`src/rtl/zl_dvbs_pkg.sv`:
```
// -----------------------------------------------------------------------------
// zl_dvbs_pkg
// Shared definitions for the DVB-S transmit chain puncturer:
//   - code-rate selector values (ZL_RATE_1_2 .. ZL_RATE_7_8)
//   - puncturing pattern periods (1, 2, 3, 5, 7)
//   - X/Y keep masks per rate; bit p of a mask is the keep flag of phase p
//   - zl_pattern_lookup(): rate code -> {keep_x, keep_y, period}
//     (unused codes 5..7 fall back to rate 1/2)
// -----------------------------------------------------------------------------
package zl_dvbs_pkg;

  localparam int ZL_RATE_1_2 = 0;
  localparam int ZL_RATE_2_3 = 1;
  localparam int ZL_RATE_3_4 = 2;
  localparam int ZL_RATE_5_6 = 3;
  localparam int ZL_RATE_7_8 = 4;

  // Phase counter width covers the longest period (7).
  localparam int ZL_PHASE_W = 3;
  localparam int ZL_MASK_W  = 7;

  localparam logic [ZL_PHASE_W-1:0] ZL_PERIOD_1_2 = 3'd1;
  localparam logic [ZL_PHASE_W-1:0] ZL_PERIOD_2_3 = 3'd2;
  localparam logic [ZL_PHASE_W-1:0] ZL_PERIOD_3_4 = 3'd3;
  localparam logic [ZL_PHASE_W-1:0] ZL_PERIOD_5_6 = 3'd5;
  localparam logic [ZL_PHASE_W-1:0] ZL_PERIOD_7_8 = 3'd7;

  // Masks are written MSB = last phase, so the textual pattern reads reversed:
  // e.g. 3/4 X row "101" is phases {0,2} -> 7'b0000101.
  localparam logic [ZL_MASK_W-1:0] ZL_KEEP_X_1_2 = 7'b0000001;
  localparam logic [ZL_MASK_W-1:0] ZL_KEEP_Y_1_2 = 7'b0000001;
  localparam logic [ZL_MASK_W-1:0] ZL_KEEP_X_2_3 = 7'b0000001;
  localparam logic [ZL_MASK_W-1:0] ZL_KEEP_Y_2_3 = 7'b0000011;
  localparam logic [ZL_MASK_W-1:0] ZL_KEEP_X_3_4 = 7'b0000101;
  localparam logic [ZL_MASK_W-1:0] ZL_KEEP_Y_3_4 = 7'b0000011;
  localparam logic [ZL_MASK_W-1:0] ZL_KEEP_X_5_6 = 7'b0010101;
  localparam logic [ZL_MASK_W-1:0] ZL_KEEP_Y_5_6 = 7'b0001011;
  localparam logic [ZL_MASK_W-1:0] ZL_KEEP_X_7_8 = 7'b1010001;
  localparam logic [ZL_MASK_W-1:0] ZL_KEEP_Y_7_8 = 7'b0101111;

  typedef struct packed {
    logic [ZL_MASK_W-1:0]  keep_x;
    logic [ZL_MASK_W-1:0]  keep_y;
    logic [ZL_PHASE_W-1:0] period;
  } zl_pattern_t;

  function automatic zl_pattern_t zl_pattern_lookup(input int rate);
    zl_pattern_t pat;
    case (rate)
      ZL_RATE_2_3: pat = '{ZL_KEEP_X_2_3, ZL_KEEP_Y_2_3, ZL_PERIOD_2_3};
      ZL_RATE_3_4: pat = '{ZL_KEEP_X_3_4, ZL_KEEP_Y_3_4, ZL_PERIOD_3_4};
      ZL_RATE_5_6: pat = '{ZL_KEEP_X_5_6, ZL_KEEP_Y_5_6, ZL_PERIOD_5_6};
      ZL_RATE_7_8: pat = '{ZL_KEEP_X_7_8, ZL_KEEP_Y_7_8, ZL_PERIOD_7_8};
      default:     pat = '{ZL_KEEP_X_1_2, ZL_KEEP_Y_1_2, ZL_PERIOD_1_2};
    endcase
    return pat;
  endfunction

endpackage

```
`src/rtl/zl_puncture_pattern.sv`:
```
// -----------------------------------------------------------------------------
// zl_puncture_pattern
// Combinational puncturing-matrix lookup.
// Ports:
//   rate       in  RATE_W      code-rate selector (5..7 behave as 1/2)
//   phase      in  ZL_PHASE_W  current pattern phase
//   keep_x     out 1           X bit survives at this phase
//   keep_y     out 1           Y bit survives at this phase
//   last_phase out 1           phase is the final one of the period
// -----------------------------------------------------------------------------
module zl_puncture_pattern
  import zl_dvbs_pkg::*;
#(
  parameter int RATE_W = 3
) (
  input  logic [RATE_W-1:0]     rate,
  input  logic [ZL_PHASE_W-1:0] phase,
  output logic                  keep_x,
  output logic                  keep_y,
  output logic                  last_phase
);

  zl_pattern_t pat;

  // NOTE: every output of a combinational block is assigned on every path,
  // otherwise synthesis infers a latch to hold the old value.
  always_comb begin
    pat        = zl_pattern_lookup(int'(rate));
    keep_x     = pat.keep_x[phase];
    keep_y     = pat.keep_y[phase];
    last_phase = (phase == (pat.period - ZL_PHASE_W'(1)));
  end

endmodule

```
`src/rtl/zl_puncturer.sv`:
```
// -----------------------------------------------------------------------------
// zl_puncturer
// DVB-S rate-adaptive puncturer. Takes one coded (X,Y) pair per input
// transfer, deletes bits per the selected code rate and re-packs the
// surviving serial stream (X_p then Y_p) into (I,Q) pairs.
// Ports:
//   clk, rst_n     clock, asynchronous active-low reset
//   rate_sel       code rate 0=1/2 1=2/3 2=3/4 3=5/6 4=7/8 (5..7 -> 1/2);
//                  sampled only at a pattern boundary (phase 0, hold empty)
//   data_in_i/q    X/Y bits from the convolutional encoder
//   data_in_req    input pair valid
//   data_in_ack    input accepted this cycle (combinational)
//   data_out_i/q   registered I/Q symbol bits
//   data_out_req   registered output valid
//   data_out_ack   downstream accepts the output pair
//   data_out_sync  (only with ZL_PUNCTURER_SYNC_EN) marks the pair whose I
//                  bit is the phase-0 X bit taken with the hold empty
// Build option: define ZL_PUNCTURER_SYNC_EN to add data_out_sync.
// -----------------------------------------------------------------------------
module zl_puncturer
  import zl_dvbs_pkg::*;
#(
  parameter int RATE_W = 3
) (
  input  logic              clk,
  input  logic              rst_n,
  input  logic [RATE_W-1:0] rate_sel,
  input  logic              data_in_i,
  input  logic              data_in_q,
  input  logic              data_in_req,
  output logic              data_in_ack,
  output logic              data_out_i,
  output logic              data_out_q,
  output logic              data_out_req,
  input  logic              data_out_ack
`ifdef ZL_PUNCTURER_SYNC_EN
  ,
  output logic              data_out_sync
`endif
);

  logic [RATE_W-1:0]     active_rate;
  logic [ZL_PHASE_W-1:0] phase;
  logic                  hold;
  logic                  hold_v;

  logic [RATE_W-1:0]     eff_rate;
  logic                  aligned;
  logic                  keep_x;
  logic                  keep_y;
  logic                  last_phase;
  logic                  single_bit;
  logic                  produce;
  logic                  pair_i;
  logic                  pair_q;
  logic                  hold_nxt;
  logic                  hold_v_nxt;
  logic                  in_fire;

  // At a pattern boundary the new rate applies to the very transfer that
  // loads it, so the lookup sees rate_sel directly there.
  assign aligned  = (phase == '0) && !hold_v;
  assign eff_rate = aligned ? rate_sel : active_rate;

  zl_puncture_pattern #(
    .RATE_W (RATE_W)
  ) u_pattern (
    .rate       (eff_rate),
    .phase      (phase),
    .keep_x     (keep_x),
    .keep_y     (keep_y),
    .last_phase (last_phase)
  );

  // Pairing of the kept bits with the hold bit. At most three bits are in
  // flight (hold + two kept), so at most one pair leaves and one bit stays.
  always_comb begin
    produce    = 1'b0;
    pair_i     = 1'b0;
    pair_q     = 1'b0;
    hold_nxt   = hold;
    hold_v_nxt = hold_v;
    single_bit = keep_x ? data_in_i : data_in_q;
    if (keep_x && keep_y) begin
      produce = 1'b1;
      if (hold_v) begin
        pair_i     = hold;
        pair_q     = data_in_i;
        hold_nxt   = data_in_q;
        hold_v_nxt = 1'b1;
      end else begin
        pair_i = data_in_i;
        pair_q = data_in_q;
      end
    end else if (hold_v) begin
      produce    = 1'b1;
      pair_i     = hold;
      pair_q     = single_bit;
      hold_v_nxt = 1'b0;
    end else begin
      hold_nxt   = single_bit;
      hold_v_nxt = 1'b1;
    end
  end

  // Stall only when this input would create a pair and the output register
  // is occupied and not being drained this cycle.
  assign data_in_ack = data_in_req && (!produce || !data_out_req || data_out_ack);
  assign in_fire     = data_in_req && data_in_ack;

  // NOTE: state registers use non-blocking assignments so every flop samples
  // the pre-edge values regardless of statement order.
  // NOTE: the hold bit is reset with everything else so a partial pair is
  // discarded and no stale data can surface after reset.
  always_ff @(posedge clk or negedge rst_n) begin
    if (!rst_n) begin
      active_rate   <= '0;
      phase         <= '0;
      hold          <= 1'b0;
      hold_v        <= 1'b0;
      data_out_req  <= 1'b0;
      data_out_i    <= 1'b0;
      data_out_q    <= 1'b0;
`ifdef ZL_PUNCTURER_SYNC_EN
      data_out_sync <= 1'b0;
`endif
    end else begin
      if (in_fire) begin
        phase  <= last_phase ? '0 : phase + ZL_PHASE_W'(1);
        hold   <= hold_nxt;
        hold_v <= hold_v_nxt;
        if (aligned) begin
          active_rate <= rate_sel;
        end
      end
      // A new pair takes priority over draining, giving back-to-back pairs
      // when data_out_ack is high.
      if (in_fire && produce) begin
        data_out_req  <= 1'b1;
        data_out_i    <= pair_i;
        data_out_q    <= pair_q;
`ifdef ZL_PUNCTURER_SYNC_EN
        // When aligned, phase 0 always keeps both bits and X becomes I.
        data_out_sync <= aligned;
`endif
      end else if (data_out_ack) begin
        data_out_req <= 1'b0;
      end
    end
  end

endmodule
```
`config.mk`:
```
export PLATFORM = sky130hd
export DESIGN_NAME = zl_puncturer
export DESIGN_NICKNAME = d
export VERILOG_FILES = /design/src/rtl/zl_dvbs_pkg.sv /design/src/rtl/zl_puncture_pattern.sv /design/src/rtl/zl_puncturer.sv
export SDC_FILE = /design/constraint.sdc
export NUM_CORES = 1
export LEC_CHECK = 0
export CAP_MARGIN = 20
export CELL_PAD_IN_SITES_DETAIL_PLACEMENT = 1
export CELL_PAD_IN_SITES_GLOBAL_PLACEMENT = 1
export CORE_MARGIN = 4
export CORE_UTILIZATION = 44
export DETAILED_ROUTE_END_ITERATION = 10
export GPL_TIMING_DRIVEN = 0
export HOLD_SLACK_MARGIN = 0.08
export MAX_ROUTING_LAYER = met4
export PLACE_DENSITY = 0.9
export REMOVE_ABC_BUFFERS = 1
export SLEW_MARGIN = 25
export SYNTH_ARGS = -nofsm -noshare
export SYNTH_HDL_FRONTEND = slang
export SYNTH_SLANG_ARGS = --single-unit
```
`constraint.sdc`:
```
create_clock -name clk -period 5.3 [get_ports clk]
set_input_delay 1.59 -clock clk [delete_from_list [all_inputs] [get_ports clk]]
set_output_delay 1.59 -clock clk [all_outputs]
set_load 0.05 [all_outputs]
```
==> flow_summary_export.csv, run 1 <==
group,metric,value,unit
outcome,status,"finished, final reports clean",
drt,wl_per_cell,17.1,um
pwr,p_total,0.733,mW
grt,grt_use_met2,30.9,%
drt,drt-initial-drc-count,15,
die,dieHeight,55.4,um
sta,tightest_slew,0.512,ns
drt,dr.pass1.iters,4,
setup_path,cp_max_fo,7,
sta,slew_headroom,65.7,%
finish,num_antenna_cells,0,
logic_synthesis,synth-edff-count,0,
placed_design,portBuffers,12,
clock_network,root_buffer,"clkbuf_4",
grt,grt_max_degree,15,
clock_network,holdBufCountCts,0,
pwr,ir_drop,0.000363,V
pwr,p_clk_share,7.9,%
setup_path,reg2reg_from,"phase[1]",
clock_network,insertion_delay,0.27,ns
clock_network,htreeDepth,1,
sta,final-setup-viol-count,0,
drt,num_vias,951,
die,io_pins,13,
setup_path,crit_type,"in2out",
pwr,switching_share,50.4,%
setup_path,start_kind,"input pin",
setup_path,cp.required,3.71,ns
sta,skew,0.00783,ns
finish,finalCoreUtilization,56.1,%
logic_synthesis,syn_inst,113,
job,cap_violations,0,
finish,syn2layout_area_growth,15.8,%
clock_network,numClockSinks,11,
drt,antenna_left,0,
pwr,p_int,0.364,mW
pwr,seq_power_share,28.1,%
pwr,p_leak,0.451,nW
setup_path,end_kind,"output pin",
logic_synthesis,synthesis.area,988,sq um
placed_design,gp_congestion,0.887,
sta,finalMaxSlewViolations,0,
logic_synthesis,avgSynthCellArea,8.75,sq um
drt,via_per_inst,6.34,
die,die_x,55.4,um
sta,hold_viol,0,
min_path,hold_path_class,"reg2reg",
grt,antenna_found_initial,0,
sta,setup_tns,0,ns
finish,drive_above_1_share,13.0,%
finish,nets,136,
grt,overflow,0,
logic_synthesis,synth-seq-cells,11,
setup_path,r2r_cells,7,
clock_network,cts.path.max_buffers,2,
sta,max_freq,201,MHz
sta,period_share,93.7,%
grt,met1_usage,21.8,%
setup_path,worstPathArrival,3.38,ns
die,row_count,16,
logic_synthesis,ys.flop_type,"dfrtp_1",
clock_network,cts_setup_buffers,0,
pwr,p_switching,0.369,mW
grt,grt_usage,18.4,%
drt,drt-total-wl,2.56,mm
setup_path,startpoint,"data_out_ack",
clock_network,cts_buffers,3,
min_path,hold_depth,2,
grt,grt_pass1_wl,4.56,mm
drt,drc,0,
logic_synthesis,ys_async_sr_fraction,100,%
die,die-area,3070,sq um
placed_design,hpwl,2.06,mm
pwr,combPwrFrac,64.0,%
grt,met3_usage,5.13,%
sta,rsz0062_at_grt,"no",
clock_network,clk_pin_slew,0.08,ns
logic_synthesis,ys_types,47,
clock_network,cts_tree,"built",
die,initial_core_util,48.4,%
grt,grt_pass1_vias,990,
grt,grt.busiest_layer,"met2",
logic_synthesis,seq_area_frac_synth,27.8,%
clock_network,post_cts_resize_count,0,
sta,period_needed,4.97,ns
pwr,p_per_area,640,nW/um^2
min_path,hp-start,"data_out_i",
die,core-area,2040,sq um
logic_synthesis,yosys_warnings,0,
state kept, by name (all words and copies together) (netlist names):
name,count
hold,1
phase,3
hold_v,1
data_out_i,1
active_rate,3
data_out_req,1
data_out_q,1
cell type report:
type                            count  area (sq um)
Clock buffer                        4          26.3
Fill cell                         255           897
Inverter                            8          30.0
Multi-Input combinational cell     88           659
Sequential cell                    11           275
Tap cell                           27          33.8
Timing Repair Buffer               12           120
cell families after synthesis:
family | share of synthesized area, %
and+or+nand+nor | 27.8
AOI/OAI and AO/OA | 23.7
buffers and inverters | 5.82
DFF | 27.8
muxes | 10.1
adders and majority gates | 3.80
xor gates and xnor gates | 0.886
metrics by stage:
stage | instance area (sq um) | worst slack (ns) | std cells | hold WS, ns
after CTS | 1140 | 0.137 | 150 | 0.508
after global placement | 1110 | 0.213 | 146 | 0.469
after detailed placement | 1110 | 0.144 | 146 | 0.496
after floorplan | 961 | 1.33 | 107 | 0.527
final | 1140 | 0.332 | 150 | 0.498
after global routing | 1140 | 0.189 | 150 | 0.568
placed cells by master, fill, tap and decap left out, types with 2 or more instances in the layout:
cell | netlist | final
o21a_1 | 2 | 2
inv_1 | 6 | 6
nor4bb_1 | 3 | 3
o211ai_1 | 2 | 2
a31oi_1 | 3 | 3
o32a_1 | 2 | 2
nor2b_1 | 2 | 2
dfrtp_1 | 11 | 11
clkdlybuf4s50_1 | 0 | 12
nand2b_1 | 3 | 3
mux2_2 | 4 | 4
nand3_1 | 2 | 2
nand2_1 | 7 | 7
a211oi_1 | 3 | 3
mux2i_1 | 4 | 4
inv_2 | 2 | 2
or3_1 | 2 | 2
clkbuf_4 | 0 | 3
o21ai_0 | 5 | 5
a21oi_1 | 3 | 3
o21ai_1 | 3 | 2
nor3_1 | 7 | 7
nor2_1 | 6 | 6
ha_1 | 3 | 3
synth_stat cells (3+ instances only):
cell type	number	area (sq um)
dfrtp_1	11	275
nand2_1	7	26.3
nor3_1	7	35.0
inv_1	6	22.5
nor2_1	6	22.5
o21ai_0	5	25.0
clkbuf_1	4	15.0
mux2_2	4	45.0
mux2i_1	4	40.0
a211oi_1	3	22.5
a21oi_1	3	15.0
a31oi_1	3	18.8
ha_1	3	37.5
nand2b_1	3	18.8
nor4bb_1	3	30.0
o21ai_1	3	15.0
worst max-delay path, stage by stage:
cell,delay (ns)
clkdlybuf4s50_1,0.39
nand2b_1,0.20
o21ai_2,0.34
inv_2,0.13
clkdlybuf4s50_1,0.72
metal layers:
metal | part of all wire, % | vias to the layer above
met5 | 0 | -
met1 | 45 | 476
met4 | 0 | 0
li1 | - | 456
met2 | 52 | 19
met3 | 3.2 | 0
power by group through the flow:
stage          Clock [mW]  Sequential [mW]  Combinational [mW]
2_1_floorplan           0            0.219               0.323
3_3_place_gp            0            0.203               0.445
3_5_place_dp            0            0.207               0.466
4_1_cts            0.0602            0.204               0.469
5_1_grt            0.0637            0.216               0.516
6_report           0.0578            0.206               0.469
worst paths after layout:
kind                                  endpoint  slack (ns)
worst max-delay path               data_in_ack        0.33
worst min-delay path                data_out_i        0.50
worst max register to register        phase[2]        2.66
worst min register to register      data_out_i        0.50
max in group asynchronous       active_rate[2]        3.29
min in group asynchronous           data_out_q        1.66
(Power assumes the default switching activity.)
==> inputs of run 2 (changes only) <==
- CORE_UTILIZATION: 44 -> 38
- PLACE_DENSITY: 0.9 -> 0.81
==> flow_summary_export.csv, run 2 (synthesized netlist as in run 1, its figures left out) <==
group,metric,value,unit
die,die_x,59,um
clock_network,numClockSinks,11,
sta,tightest_slew,0.599,ns
sta,final-setup-viol-count,0,
drt,drt-total-wl,2.74,mm
drt,drc,0,
pwr,p_per_area,640,nW/um^2
drt,antenna_left,0,
setup_path,worstPathArrival,3.57,ns
clock_network,post_cts_resize_count,0,
clock_network,clk_pin_slew,0.07,ns
setup_path,slowest_stage,"clkdlybuf4s50_1",
finish,drive_above_1_share,12.2,%
finish,syn2layout_area_growth,15.8,%
job,cap_violations,0,
finish,final_common_cell,"clkdlybuf4s50_1",
die,dieHeight,59,um
pwr,p_leak,0.450,nW
sta,hold_viol,0,
grt,grt_max_degree,15,
sta,slew_headroom,59.8,%
setup_path,cpMostUsedCell,"clkdlybuf4s50_1",
die,row_count,18,
clock_network,cts_buffers,3,
sta,setup_tns,0,ns
die,die-area,3480,sq um
setup_path,crit_chain,"clkdlybuf4s50_1 -> nand2b_1 -> o21ai_1 -> inv_2 -> clkdlybuf4s50_1",
die,core-area,2480,sq um
pwr,ir_drop,0.000277,V
setup_path,start_kind,"input pin",
sta,setup_slack,0.140,ns
clock_network,htreeDepth,1,
min_path,hold_path_class,"reg2reg",
clock_network,insertion_delay,0.27,ns
die,initial_core_util,39.9,%
finish,top_regs,"active_rate (3), phase (3)",
placed_design,pre_cts_ws,0.182,ns
sta,max_freq,194,MHz
setup_path,cp_max_fo,7,
grt,overflow,0,
sta,rsz0062_at_grt,"no",
clock_network,root_buffer,"clkbuf_4",
setup_path,crit_type,"in2out",
clock_network,holdBufCountCts,0,
finish,num_antenna_cells,0,
drt,wl_per_cell,17.9,um
setup_path,cp.required,3.71,ns
finish,final_cell_mix,"12 x clkdlybuf4s50_1, 11 x dfrtp_1, 7 x nor3_1, 7 x nand2_1",
die,io_pins,13,
grt,grt_pass1_vias,1013,
sta,period_needed,5.16,ns
sta,skew,0.00470,ns
drt,via_per_inst,6.17,
pwr,p_total,0.732,mW
clock_network,cts_setup_buffers,0,
outcome,status,"finished, final reports clean",
sta,finalMaxSlewViolations,0,
finish,nets,136,
placed_design,hpwl,2.13,mm
placed_design,gp_congestion,0.872,
setup_path,end_kind,"output pin",
placed_design,portBuffers,12,
drt,dr.pass1.iters,4,
grt,grt_usage,19.0,%
drt,num_vias,944,
finish,finalCoreUtilization,46.2,%
grt,grt_pass1_wl,4.87,mm
setup_path,slowest_delay,0.74,ns
clock_network,cts.path.max_buffers,2,
drt,drt-initial-drc-count,33,
sta,period_share,97.4,%
clock_network,cts_tree,"built",
grt,antenna_found_initial,0,
-- run 2: area by class of cell --
cell class | count | area [sq um]
Sequential cell | 11 | 275
Timing Repair Buffer | 12 | 120
Inverter | 8 | 30.0
Clock buffer | 4 | 26.3
Fill cell | 303 | 1330
Tap cell | 30 | 37.5
Multi-Input combinational cell | 88 | 656
-- run 2: worst max-delay path: cells and delay by family --
| kind | cells | cell delay [ns] |
|---|---|---|
| simple gates | 1 | 0.19 |
| compound gates | 1 | 0.51 |
| buf+inv | 3 | 1.28 |
-- run 2: per-stage QoR --
step                      hold WS (ns)  cells  instance area (sq um)
after floorplan                  0.527    107                    961
after global placement           0.464    149                   1120
after detailed placement         0.484    149                   1120
after CTS                        0.505    153                   1140
after global routing             0.571    153                   1140
final                            0.492    153                   1140
-- run 2: metal layers --
layer	vias up	part of all wire, %	track usage (%)
met5	-	0	-
met4	0	1.7	5.83
met3	8	3.5	3.27
met2	17	50	30.1
met1	461	44	24.6
li1	458	-	-
-- run 2: worst paths after layout --
kind | from | end | slack [ns] | cells after the start
max in group asynchronous | rst_n | phase[2] | 3.29 | 1
min in group asynchronous | rst_n | data_out_q | 1.66 | 1
setup / recovery | data_out_ack | data_in_ack | 0.14 | 5
hold reg to reg | data_out_i | data_out_i | 0.49 | 2
hold / removal | data_out_i | data_out_i | 0.49 | 2
setup reg to reg | phase[1] | phase[2] | 2.67 | 7
-- run 2: power breakdown --
group	switching [mW]	internal (mW)	leakage (nW)
Combinational	0.257	0.209	0.299
Clock	0.0311	0.0291	0.0150
Sequential	0.0823	0.124	0.136
Total	0.370	0.363	0.450
